==> src/rtl/clock_set_ctrl_if.sv <==
// Button / enable / pulse bundle between the clock front panel and clock_set_ctrl.
// master drives the enable and the debounced button levels; slave is the sequencer.
interface clock_set_ctrl_if;
    logic       en1hz;
    logic       btn_mode;
    logic       btn_up;
    logic       btn_clr;
    logic       run_en;
    logic       secup;
    logic       minup;
    logic       clr;
    logic [3:0] blank;
    logic [1:0] mode;

    modport master (
        output en1hz, btn_mode, btn_up, btn_clr,
        input  run_en, secup, minup, clr, blank, mode
    );

    modport slave (
        input  en1hz, btn_mode, btn_up, btn_clr,
        output run_en, secup, minup, clr, blank, mode
    );
endinterface

==> src/rtl/clock_set_ctrl.sv <==
// clock_set_ctrl: mode/set sequencer for the MM:SS clock.
// Gates the 1 Hz enable, turns button presses into one-cycle secup/minup/clr
// pulses, blinks the digit pair being set and drops back to RUN after an idle
// timeout. Optional auto-repeat on a held UP button is enabled by defining
// the macro CLOCK_SET_AUTOREPEAT_EN.
module clock_set_ctrl #(
    parameter int BLINK_HALF = 25_000_000,
    parameter int TIMEOUT_S  = 10,
    parameter int RPT_DLY    = 25_000_000,
    parameter int RPT_PER    = 5_000_000
) (
    input  logic             clk,
    input  logic             rst,
    clock_set_ctrl_if.slave  bus
);
    localparam int BW = $clog2(BLINK_HALF) + 1;
    localparam int TW = $clog2(TIMEOUT_S + 1);
    localparam logic [BW-1:0] BLINK_LAST = BW'(BLINK_HALF - 1);
    localparam logic [TW-1:0] TO_LAST    = TW'(TIMEOUT_S - 1);

    typedef enum logic [1:0] {
        RUN     = 2'd0,
        SET_MIN = 2'd1,
        SET_SEC = 2'd2
    } state_t;

    state_t        state;
    state_t        state_n;
    logic          prev_mode;
    logic          prev_up;
    logic          prev_clr;
    logic [BW-1:0] blink_cnt;
    logic [BW-1:0] blink_cnt_n;
    logic          phase;
    logic          phase_n;
    logic [TW-1:0] to_cnt;
    logic [TW-1:0] to_cnt_n;
    logic          press_mode;
    logic          press_up;
    logic          press_clr;
    logic          in_set;
    logic          rpt_fire;
    logic          activity;
    logic          timeout_hit;
    logic          up_fire;
    logic          blink_restart;
    logic [3:0]    blank_n;

    assign press_mode  = bus.btn_mode & ~prev_mode;
    assign press_up    = bus.btn_up   & ~prev_up;
    assign press_clr   = bus.btn_clr  & ~prev_clr;
    assign in_set      = (state != RUN);
    assign activity    = press_mode | press_up | press_clr | rpt_fire;
    assign timeout_hit = in_set & ~activity & bus.en1hz & (to_cnt == TO_LAST);
    assign up_fire     = in_set & ~press_mode & ~press_clr & (press_up | rpt_fire);
    assign blink_restart = up_fire | press_mode;

    assign bus.run_en = bus.en1hz & (state == RUN);

`ifdef CLOCK_SET_AUTOREPEAT_EN
    localparam int RW = $clog2((RPT_DLY > RPT_PER) ? RPT_DLY : RPT_PER) + 1;
    localparam logic [RW-1:0] DLY_LAST = RW'(RPT_DLY - 1);
    localparam logic [RW-1:0] PER_LAST = RW'(RPT_PER - 1);

    logic          rpt_armed;
    logic          rpt_started;
    logic [RW-1:0] rpt_cnt;

    assign rpt_fire = rpt_armed & bus.btn_up &
                      (rpt_cnt == (rpt_started ? PER_LAST : DLY_LAST));

    // Hold timer for UP: arms on an accepted press, first repeat after the long delay, then periodic
    always_ff @(posedge clk or posedge rst) begin
        if (rst) begin
            rpt_armed   <= 1'b0;
            rpt_started <= 1'b0;
            rpt_cnt     <= '0;
        end else if (up_fire & press_up) begin
            rpt_armed   <= 1'b1;
            rpt_started <= 1'b0;
            rpt_cnt     <= '0;
        end else if (press_mode | timeout_hit | ~bus.btn_up | ~in_set) begin
            rpt_armed   <= 1'b0;
            rpt_started <= 1'b0;
            rpt_cnt     <= '0;
        end else if (rpt_armed) begin
            if (rpt_fire) begin
                rpt_cnt     <= '0;
                rpt_started <= 1'b1;
            end else begin
                rpt_cnt <= rpt_cnt + 1'b1;
            end
        end
    end
`else
    logic unused_rpt;
    assign rpt_fire   = 1'b0;
    assign unused_rpt = (RPT_DLY > 0) ^ (RPT_PER > 0);
`endif

    // Next state, blink phase, idle count and blank mask derived from this cycle's events
    always_comb begin
        state_n = state;
        if (timeout_hit) begin
            state_n = RUN;
        end else if (press_mode) begin
            case (state)
                RUN:     state_n = SET_MIN;
                SET_MIN: state_n = SET_SEC;
                default: state_n = RUN;
            endcase
        end

        blink_cnt_n = blink_cnt + 1'b1;
        phase_n     = phase;
        if (state_n == RUN || blink_restart) begin
            blink_cnt_n = '0;
            phase_n     = 1'b0;
        end else if (blink_cnt == BLINK_LAST) begin
            blink_cnt_n = '0;
            phase_n     = ~phase;
        end

        to_cnt_n = to_cnt;
        if (!in_set || activity || timeout_hit) begin
            to_cnt_n = '0;
        end else if (bus.en1hz) begin
            to_cnt_n = to_cnt + 1'b1;
        end

        case (state_n)
            SET_MIN: blank_n = {phase_n, phase_n, 2'b00};
            SET_SEC: blank_n = {2'b00, phase_n, phase_n};
            default: blank_n = 4'b0000;
        endcase
    end

    // Sequencer FSM with registered pulse, blank and mode outputs
    always_ff @(posedge clk or posedge rst) begin
        if (rst) begin
            state     <= RUN;
            prev_mode <= 1'b0;
            prev_up   <= 1'b0;
            prev_clr  <= 1'b0;
            blink_cnt <= '0;
            phase     <= 1'b0;
            to_cnt    <= '0;
            bus.secup <= 1'b0;
            bus.minup <= 1'b0;
            bus.clr   <= 1'b0;
            bus.blank <= 4'b0000;
            bus.mode  <= 2'd0;
        end else begin
            state     <= state_n;
            prev_mode <= bus.btn_mode;
            prev_up   <= bus.btn_up;
            prev_clr  <= bus.btn_clr;
            blink_cnt <= blink_cnt_n;
            phase     <= phase_n;
            to_cnt    <= to_cnt_n;
            bus.clr   <= ~press_mode & press_clr;
            bus.minup <= up_fire & (state == SET_MIN);
            bus.secup <= up_fire & (state == SET_SEC);
            bus.blank <= blank_n;
            bus.mode  <= state_n;
        end
    end
endmodule
==> src/flat_wrapper.sv <==
// flat-port wrapper written by rule: the top's interface ports become plain ports
module clock_set_ctrl_flat 
#(
    parameter int BLINK_HALF = 25_000_000,
    parameter int TIMEOUT_S  = 10,
    parameter int RPT_DLY    = 25_000_000,
    parameter int RPT_PER    = 5_000_000
)
  (clk, rst, bus_en1hz, bus_btn_mode, bus_btn_up, bus_btn_clr, bus_run_en, bus_secup, bus_minup, bus_clr, bus_blank, bus_mode);
  clock_set_ctrl_if bus_i ();
  input  logic clk;
  input  logic rst;
  input wire logic [$bits(bus_i.en1hz)-1:0] bus_en1hz;
  input wire logic [$bits(bus_i.btn_mode)-1:0] bus_btn_mode;
  input wire logic [$bits(bus_i.btn_up)-1:0] bus_btn_up;
  input wire logic [$bits(bus_i.btn_clr)-1:0] bus_btn_clr;
  output wire logic [$bits(bus_i.run_en)-1:0] bus_run_en;
  output wire logic [$bits(bus_i.secup)-1:0] bus_secup;
  output wire logic [$bits(bus_i.minup)-1:0] bus_minup;
  output wire logic [$bits(bus_i.clr)-1:0] bus_clr;
  output wire logic [$bits(bus_i.blank)-1:0] bus_blank;
  output wire logic [$bits(bus_i.mode)-1:0] bus_mode;
  assign bus_i.en1hz = bus_en1hz;
  assign bus_i.btn_mode = bus_btn_mode;
  assign bus_i.btn_up = bus_btn_up;
  assign bus_i.btn_clr = bus_btn_clr;
  assign bus_run_en = bus_i.run_en;
  assign bus_secup = bus_i.secup;
  assign bus_minup = bus_i.minup;
  assign bus_clr = bus_i.clr;
  assign bus_blank = bus_i.blank;
  assign bus_mode = bus_i.mode;
  clock_set_ctrl #(.BLINK_HALF(BLINK_HALF), .TIMEOUT_S(TIMEOUT_S), .RPT_DLY(RPT_DLY), .RPT_PER(RPT_PER)) u_core (.clk(clk), .rst(rst), .bus(bus_i));
endmodule
==> config.mk <==
export PLATFORM = sky130hd
export DESIGN_NAME = clock_set_ctrl_flat
export DESIGN_NICKNAME = d
export VERILOG_FILES = /design/src/rtl/clock_set_ctrl_if.sv /design/src/rtl/clock_set_ctrl.sv /design/src/flat_wrapper.sv
export SDC_FILE = /design/constraint.sdc
export NUM_CORES = 1
export LEC_CHECK = 0
export ABC_AREA = 1
export CAP_MARGIN = 0
export CORE_MARGIN = 1.5
export CORE_UTILIZATION = 50
export DETAILED_ROUTE_END_ITERATION = 6
export GPL_TIMING_DRIVEN = 0
export PLACE_DENSITY = 0.84
export SETUP_SLACK_MARGIN = 0.1
export SLEW_MARGIN = 15
export SYNTH_ARGS = -nofsm -noshare
export SYNTH_HDL_FRONTEND = slang
export SYNTH_SLANG_ARGS = --single-unit
==> constraint.sdc <==
create_clock -name clk -period 1.9 [get_ports clk]
set_input_delay 0.57 -clock clk [delete_from_list [all_inputs] [get_ports clk]]
set_output_delay 0.57 -clock clk [all_outputs]
set_load 0.03 [all_outputs]
# [Yosys cells after proc, flatten, opt, wreduce, memory -nomap -nowiden]
# Cells that the tools add are included.
[totals] ff_bits=43 input_bits=6 out_inout_bits=10 elab_cells=60
[op_classes] addsub=2 n_eq_ne=6 n_mux=10 n_bitwise=23 reduce_logical=8
[ops] operator="$mux 26" n=2
[ops] operator="$add 26x1->26 const B" n=1
[ops] operator="$eq 26x25->1 const B" n=1
[ops] operator="$and 1x1->1" n=13
[ops] operator="$mux 4" n=2
[ops] operator="$pmux 4 s2" n=1
[ops] operator="$not 1->1" n=7
[ops] operator="$add 4x1->4 const B" n=1
[ops] operator="$eq 2x1->1 const B" n=2
[ops] operator="$eq 2x2->1 const B" n=2
[ops] operator="$eq 4x4->1 const B" n=1
[ops] operator="$logic_not 2->1" n=2
[ops] operator="$mux 2" n=2
[ops] operator="$pmux 2 s2" n=1
[ops] operator="$reduce_bool 2->1" n=2
[ops] operator="$logic_or 1x1->1" n=3
[ops] operator="$or 1x1->1" n=3
[ops] operator="$mux 1" n=2
[ops] operator="$logic_not 1->1" n=1

# [Logic depth before layout (Yosys ltp)]
# Gate-level depths: netlist of the first run.
[depth] depth_word=13 depth_mapped=15 ltp_nobuf=14

# [Worst setup path after synthesis of the first run]
# No wires, ideal clock.
[synth_path] path_type="input -> register" startpoint="input bus_btn_mode" endpoint="register u_core.blink_cnt[18]" setup_ns=0.068 t_arrival_ns=1.882 required_time_ns=1.832 setup_slack_ns=-0.050 stages=14 path_buffers=1 cell_sequence="nand2_1 nand3_1 nor2_1 inv_1 nor2_1 inv_1 o21ai_0 ha_1 inv_1 nand3_2 nor2_4 inv_4 buf_12 nor2_4"
[synth_between] elab_chain_len=11 elab_cells_between_ends=17 classes_between="mux (3); bitwise (12); reduce/logical (2)"
[synth_rtl] item="start: declaration" line_no="flat_wrapper.sv:14" source="input wire logic [$bits(bus_i.btn_mode)-1:0] bus_btn_mode;"
[synth_rtl] item="$and 1x1->1 *" line_no="clock_set_ctrl.sv:49" source="assign press_mode = bus.btn_mode & ~prev_mode;"
[synth_rtl] item="$or 1x1->1 (2 in a row)" line_no="clock_set_ctrl.sv:53" source="assign activity = press_mode | press_up | press_clr | rpt_fire;"
[synth_rtl] item="$not 1->1" line_no="clock_set_ctrl.sv:54" source="assign timeout_hit = in_set & ~activity & bus.en1hz & (to_cnt == TO_LAST);"
[synth_rtl] item="$and 1x1->1 (3 in a row)" line_no="clock_set_ctrl.sv:54"
[synth_rtl] item="$mux 2" line_no="clock_set_ctrl.sv:104" source="if (timeout_hit) begin"
[synth_rtl] item="$logic_not 2->1" line_no="clock_set_ctrl.sv:116" source="if (state_n == RUN || blink_restart) begin"
[synth_rtl] item="$logic_or 1x1->1 *" line_no="clock_set_ctrl.sv:116"
[synth_rtl] item="$mux 26 *" line_no="clock_set_ctrl.sv:116"
[synth_rtl] item="via u_core.blink_cnt_n[18]" line_no="clock_set_ctrl.sv:33" source="logic [BW-1:0] blink_cnt_n;"
[synth_rtl] item="end signal: assignment" line_no="clock_set_ctrl.sv:158" source="blink_cnt <= blink_cnt_n;"
[synth_rtl] item="end: declaration" line_no="clock_set_ctrl.sv:32" source="logic [BW-1:0] blink_cnt;"
# Mark *: on every way through the listed nets, which the timed path passes. The rest lies on a longest branch.
# A chain may end at the register's enable or synchronous reset.

# [Worst setup path after layout of the first run]
[layout_path] startpoint="register u_core.to_cnt[1]" endpoint="register u_core.blink_cnt[14]"
[layout_between] elab_chain_len=6
[layout_rtl] item="start: declaration" line_no="clock_set_ctrl.sv:36" source="logic [TW-1:0] to_cnt;"
[layout_rtl] item="start signal: assignment" line_no="clock_set_ctrl.sv:160" source="to_cnt <= to_cnt_n;"
[layout_rtl] item="$eq 4x4->1" line_no="clock_set_ctrl.sv:54"
[layout_rtl] item="$and 1x1->1" line_no="clock_set_ctrl.sv:54"
[layout_rtl] item="$mux 2" line_no="clock_set_ctrl.sv:104"
[layout_rtl] item="$logic_not 2->1" line_no="clock_set_ctrl.sv:116"
[layout_rtl] item="$logic_or 1x1->1" line_no="clock_set_ctrl.sv:116"
[layout_rtl] item="$mux 26" line_no="clock_set_ctrl.sv:116"
[layout_rtl] item="via u_core.blink_cnt_n[14]" line_no="clock_set_ctrl.sv:33"
# The timed path passes the listed nets, and every way through them passes these cells.

==> flow_summary.yaml, run 1 <==
place:
  dp.cells: 380
  portBuffers: 15
  globalplace.congestion: 0.950
  place_hpwl_mm: 3.42
logic_synthesis:
  yosysMostFrequentCell: "nand2_1"
  synth-edff-count: 0
  syn_avg_cell_area_um2: 7.57
  synth-seq-area-share_pct: 43.5
  yosys_warnings: 0
  synth_cell_types: 25
  synth_seq_cells: 41
  synth_top_area_cell: "dfrtp_1"
  ys_top_cells_by_area: "dfrtp_1 43%, nand2_1 11%, nor2_1 10%, inv_1 6.5%, nor2_2 3.7%"
  synth.top_cells.by_count: "69 x nand2_1, 65 x nor2_1, 41 x dfrtp_1, 41 x inv_1, 16 x nand3_1"
  synth_top_cell_area_share_pct: 43.5
  synthArstFlopShare_pct: 100
  ys.flop_type: "dfrtp_1"
  syn_nets: 324
  synth_area_um2: 2360
  synth_cells: 312
sta:
  grt_setup_unrepaired: "yes"
  fin_crit_ns: 1.95
  worst_slack_ns: -0.0476
  fin_skew_ns: 0.0170
  relSlewSlack_pct: 65.9
  hold_violations: 0
  tightest_slew_ns: 0.511
  setup_viol: 10
  whs_ns: 0.404
  period_share_pct: 103
  slew_viol_final: 0
  fmax_mhz: 513
grt:
  antenna_found_initial: 0
  overflow: 0
  first_global_vias: 2202
  grt_pass1_wl_mm: 10.2
  grt_max_degree: 22
  grt_usage_pct: 25.6
critical_path:
  crit_type: "reg2reg"
  cp-end-kind: "flip-flop"
  cp-start-kind: "flip-flop"
  worstPathRequired_ns: 2.08
  arrival_ns: 2.12
  critical_path.max_fanout: 5
detailed_routing:
  drc: 0
  final_antenna_net_count: 0
  wl_mm: 6.76
  vias_per_cell: 5.49
  wl_per_cell_um: 16.1
  vias: 2306
  dr.pass1.iters: 7
  drt_iter0_markers: 285
floorplan:
  fp.dieW_um: 71.7
  fp.dieH_um: 71.7
  start_util_pct: 53.1
  core_area_um2: 4440
  rows: 24
  die_area_um2: 5140
  io-pin-count: 16
pwr:
  power_frac_comb_pct: 33.8
  p_sw_share_pct: 31.9
  power_switching_uw: 877
  p_leak_uw: 0.00145
  pwr_density_cell_nw_per_um2: 870
  irDropWorstVdd_mv: 0.623
  seq_power_share_pct: 35.0
  pwr-share-clk_pct: 31.1
  internal_power_uw: 1880
layout:
  fin_nets: 379
  syn2layout_area_growth_pct: 34.1
  final_cells: 420
  drive_gt1_share_pct: 31.3
  n_antenna_cell: 0
clocking:
  ctsHoldBuffers: 0
  cts_root_buffer: "clkbuf_8"
  cts_tree: "done"
  cts.clk_slew.worst_paths_ns: 0.08
  clk_path_buf_depth: 2
  cts_num_sinks: 41
  cts_made_buffers: 5
  clk_latency_ns: 0.31
  cts_max_level: 2
job:
  maxCapViolCount: 0
status:
  status: "finished with violations"
  violations: "negative setup slack"
worst_hold_path:
  hold_class: "in2reg"
routing by layer:
| metal | wire length (um) | share of wire (%) | global-route usage [%] |
|---|---|---|---|
| met5 | 0 | 0 | 0 |
| met4 | 280 | 4.1 | 11.1 |
| met3 | 526 | 7.8 | 4.36 |
| met2 | 3340 | 49 | 42.2 |
| met1 | 2610 | 39 | 33.2 |
power by group through the flow:
| stage | sequential, uW | clock (uW) | combinational (uW) |
|---|---|---|---|
| floorplan | 1010 | 0 | 327 |
| global placement | 976 | 0 | 477 |
| detailed placement | 977 | 0 | 497 |
| CTS | 960 | 867 | 761 |
| global route | 972 | 897 | 996 |
| finish | 964 | 857 | 932 |
layout make-up:
cell class,count,area [um^2]
Multi-Input combinational cell,221,1290
Fill cell,301,1280
Sequential cell,41,1030
Timing Repair Buffer,48,429
Inverter,46,175
Clock buffer,5,68.8
Clock inverter,3,68.8
Tap cell,52,65.1
Buffer,4,42.5
sequential cells by signal, summed over array words and instances, names as in the netlist, 2 cells and up:
name	flops
u_core.to_cnt	4
u_core.blink_cnt	26
u_core.bus.mode	2
u_core.bus.blank	2
cell usage in the layout, fill, tap and decap left out, drive strengths merged:
cell type and instances:
or2 1, xnor2 6, clkbuf 6, o21ai 4, a21oi 2, nor3b 2, clkdlybuf4s50 1, nand4 2
inv 47, nand3 17, clkdlybuf4s15 2, ha 6, buf 39, nand2 75, nand3b 3, dfrtp 41
nor2 84, nor3 11, xor2 8, bufinv 2, dlygate4sd2 9
worst max-delay path, stage by stage, from the launching register on:
cell     delay [ns]
dfrtp_1        0.42
inv_2          0.10
ha_4           0.13
nand4_1        0.17
nor2_2         0.19
inv_2          0.08
o21ai_4        0.09
ha_4           0.16
inv_2          0.04
nand3_4        0.10
nor2_4         0.05
inv_4          0.10
buf_12         0.15
nor2_4         0.03
metrics by stage:
stage | total power [uW] | util, % | TNS (ns) | area, um^2 | setup WS [ns]
final | 2750 | 71.2 | -0.273 | 3170 | -0.0476
after global routing | 2870 | 71.2 | -0.802 | 3170 | -0.0791
after CTS | 2590 | 68.5 | 0 | 3050 | 0.00562
after detailed placement | 1470 | 59.1 | -16.31 | 2630 | -0.669
after global placement | 1450 | 58.5 | -33.88 | 2600 | -0.645
after floorplan | 1330 | - | 0 | 2380 | 0.101
worst paths after layout:
path	startpoint	to	slack [ns]	cells past startpoint
max in group asynchronous	rst	u_core.blink_cnt[12]$_DFF_PP0_	0.80	3
hold reg to reg	u_core.bus.mode[0]$_DFF_PP0_	u_core.bus.secup$_DFF_PP0_	0.49	1
hold / removal	bus_btn_up	u_core.prev_up$_DFF_PP0_	0.40	1
setup / recovery	u_core.to_cnt[1]$_DFFE_PP0P_	u_core.blink_cnt[14]$_DFF_PP0_	-0.05	13
setup reg to reg	u_core.to_cnt[1]$_DFFE_PP0P_	u_core.blink_cnt[14]$_DFF_PP0_	-0.05	13
min in group asynchronous	rst	u_core.blink_cnt[8]$_DFF_PP0_	0.61	2
cells by family after synthesis:
family / count (synthesis) / synth area share, %
XOR/XNOR: 14 / 5.19
buffers and inverters: 50 / 9.11
flip-flops: 41 / 43.5
AND/OR/NAND/NOR: 195 / 37.8
adder cells (fa/ha/maj): 6 / 3.18
AO/OA/AOI/OAI: 6 / 1.27
what timing repair did:
item / 4_1_cts / 5_1_grt
pin swaps: 11 / 17
resized for setup: 37 / 35
gates cloned: 1 / 0
setup buffers: 31 / 7
setup endpoints to repair: 39 / 34
Power figures use the tool's default switching activity.
==> run 2: changes to the inputs <==
--- a/config.mk
+++ b/config.mk
@@ -7,6 +7,7 @@
 export LEC_CHECK = 0
 export ABC_AREA = 1
 export CAP_MARGIN = 0
+export CORE_ASPECT_RATIO = 0.5
 export CORE_MARGIN = 1.5
 export CORE_UTILIZATION = 50
 export DETAILED_ROUTE_END_ITERATION = 6
==> run 2 against run 1 <==
- the run now ends clean
- via count fell by 5.4%
- first-iteration DRC count fell by 44%
- non-clock buffer count is 8 lower
- setup slack improved by 0.054 ns
- utilization shrank 1.7 points
- sequential power about the same
- critical path type is now in2reg
==> flow_summary.yaml, run 2 (same netlist as run 1, synthesis figures left out) <==
floorplan:
  core_area_um2: 4470
  start_util_pct: 52.9
  io-pin-count: 16
  fp.dieW_um: 100
  fp.dieH_um: 51.6
  die_area_um2: 5170
  rows: 17
layout:
  fin_nets: 371
  top_regs: "u_core.blink_cnt x26, u_core.to_cnt x4"
  n_antenna_cell: 0
  regMostFlops: "u_core.blink_cnt"
  final_common_cell: "nand2_1"
  syn2layout_area_growth_pct: 31.5
  final_cells: 417
  drive_gt1_share_pct: 28.1
  regArea_um2: 1030
  multi_input_area_um2: 1290
  fillCellCount: 306
  largest_reg_flops: 26
  final_cell_mix: "64 x nand2_1, 61 x nor2_1, 39 x dfrtp_1"
detailed_routing:
  wl_mm: 6.41
  dr.pass1.iters: 6
  vias: 2181
  drc: 0
  drt_iter0_markers: 159
  final_antenna_net_count: 0
  vias_per_cell: 5.23
  wl_per_cell_um: 15.4
grt:
  grt_usage_pct: 24.6
  overflow: 0
  grt_max_degree: 30
  first_global_vias: 2073
  antenna_found_initial: 0
  grt_pass1_wl_mm: 9.54
sta:
  finalSetupTns_ns: 0
  grt_setup_unrepaired: "yes"
  slew_viol_final: 0
  fin_skew_ns: 0.0118
  setup_viol: 0
  fmax_mhz: 528
  tightest_slew_ns: 0.329
  whs_ns: 0.418
  relSlewSlack_pct: 77.8
  fin_crit_ns: 1.89
  hold_violations: 0
  period_share_pct: 99.7
critical_path:
  arrival_ns: 2.13
  crit_buf_inv: 5
  cp_cell_sequence: "dlygate4sd2_1, nand4_1, nor2_4, inv_2, o21ai_4, ha_2, inv_2, nand3_4, nor2_4, buf_6, buf_12, nand2_1, nor2_1"
  slowest_delay_ns: 0.30
  crit_type: "in2reg"
  critical_path.max_fanout: 5
  critPathTopFamily: "buffers and inverters"
  cp-start-kind: "input port"
  slowest_stage: "dlygate4sd2_1"
  cp-end-kind: "flip-flop"
  worstPathRequired_ns: 2.13
clocking:
  clk_latency_ns: 0.31
  cts_root_buffer: "clkbuf_8"
  cts_max_level: 2
  cts.clk_slew.worst_paths_ns: 0.08
  cts_num_sinks: 41
  cts_tree: "done"
  clk_path_buf_depth: 2
  cts_made_buffers: 5
pwr:
  pwr_density_cell_nw_per_um2: 845
  irDropWorstVdd_mv: 0.848
  p_leak_uw: 0.00140
worst_hold_path:
  hold_class: "in2reg"
status:
  status: "finished clean"
place:
  globalplace.congestion: 0.941
  portBuffers: 15
  dp.cells: 385
  place_hpwl_mm: 3.60
job:
  maxCapViolCount: 0
[run 2: layout make-up]
class | instances | share of cell area, %
multi-input cells | 221 | 41.6
clock buffers | 6 | 2.34
plain buffers | 4 | 1.37
repair buffers | 40 | 12.4
well taps | 57 | 2.30
inverters | 46 | 5.64
clock inverters | 2 | 1.25
flip-flops and latches | 41 | 33.1
[run 2: routing by layer]
metal / track usage [%] / up-vias / wire length, um
met2: 43.2 / 85 / 3250
met1: 29.6 / 1040 / 2640
met3: 5.24 / 21 / 319
li1: - / 1035 / -
met5: 0 / - / 0
met4: 11.7 / 0 / 199
[run 2: final timing paths]
| path | startpoint | to | slack [ns] | cells after the start |
|---|---|---|---|---|
| worst max-delay path | bus_en1hz | u_core.blink_cnt[19]$_DFF_PP0_ | 0.006 | 13 |
| worst min-delay path | bus_btn_mode | u_core.prev_mode$_DFF_PP0_ | 0.42 | 1 |
| worst max register to register | u_core.to_cnt[0]$_DFFE_PP0P_ | u_core.blink_cnt[19]$_DFF_PP0_ | 0.006 | 13 |
| worst min register to register | u_core.blink_cnt[0]$_DFF_PP0_ | u_core.blink_cnt[0]$_DFF_PP0_ | 0.52 | 1 |
| max in group asynchronous | rst | u_core.bus.mode[0]$_DFF_PP0_ | 0.92 | 3 |
| min in group asynchronous | rst | u_core.blink_cnt[25]$_DFF_PP0_ | 0.52 | 2 |
[run 2: repair_timing]
item                       in CTS  in global routing
hold buffers                    0                  0
gates resized for setup        38                 32
pin swaps                      10                 11
buffers inserted               19                  6
setup endpoints to repair      39                 30
cloned                          1                  0
[run 2: power breakdown]
part	internal (uW)	switching (uW)	total, uW
Sequential	919	46.9	966
Combinational	416	519	935
Clock	395	327	722
Total	1730	893	2620
[run 2: through the flow]
stage | worst slack, ns | utilization [%] | cell area, um^2 | total power (uW)
finish | 0.00605 | 69.5 | 3100 | 2620
global route | -0.0771 | 69.5 | 3100 | 2720
CTS | 0.0576 | 65.7 | 2930 | 2430
detailed placement | -0.657 | 58.8 | 2630 | 1480
global placement | -0.652 | 58.3 | 2610 | 1460
floorplan | 0.101 | - | 2380 | 1330
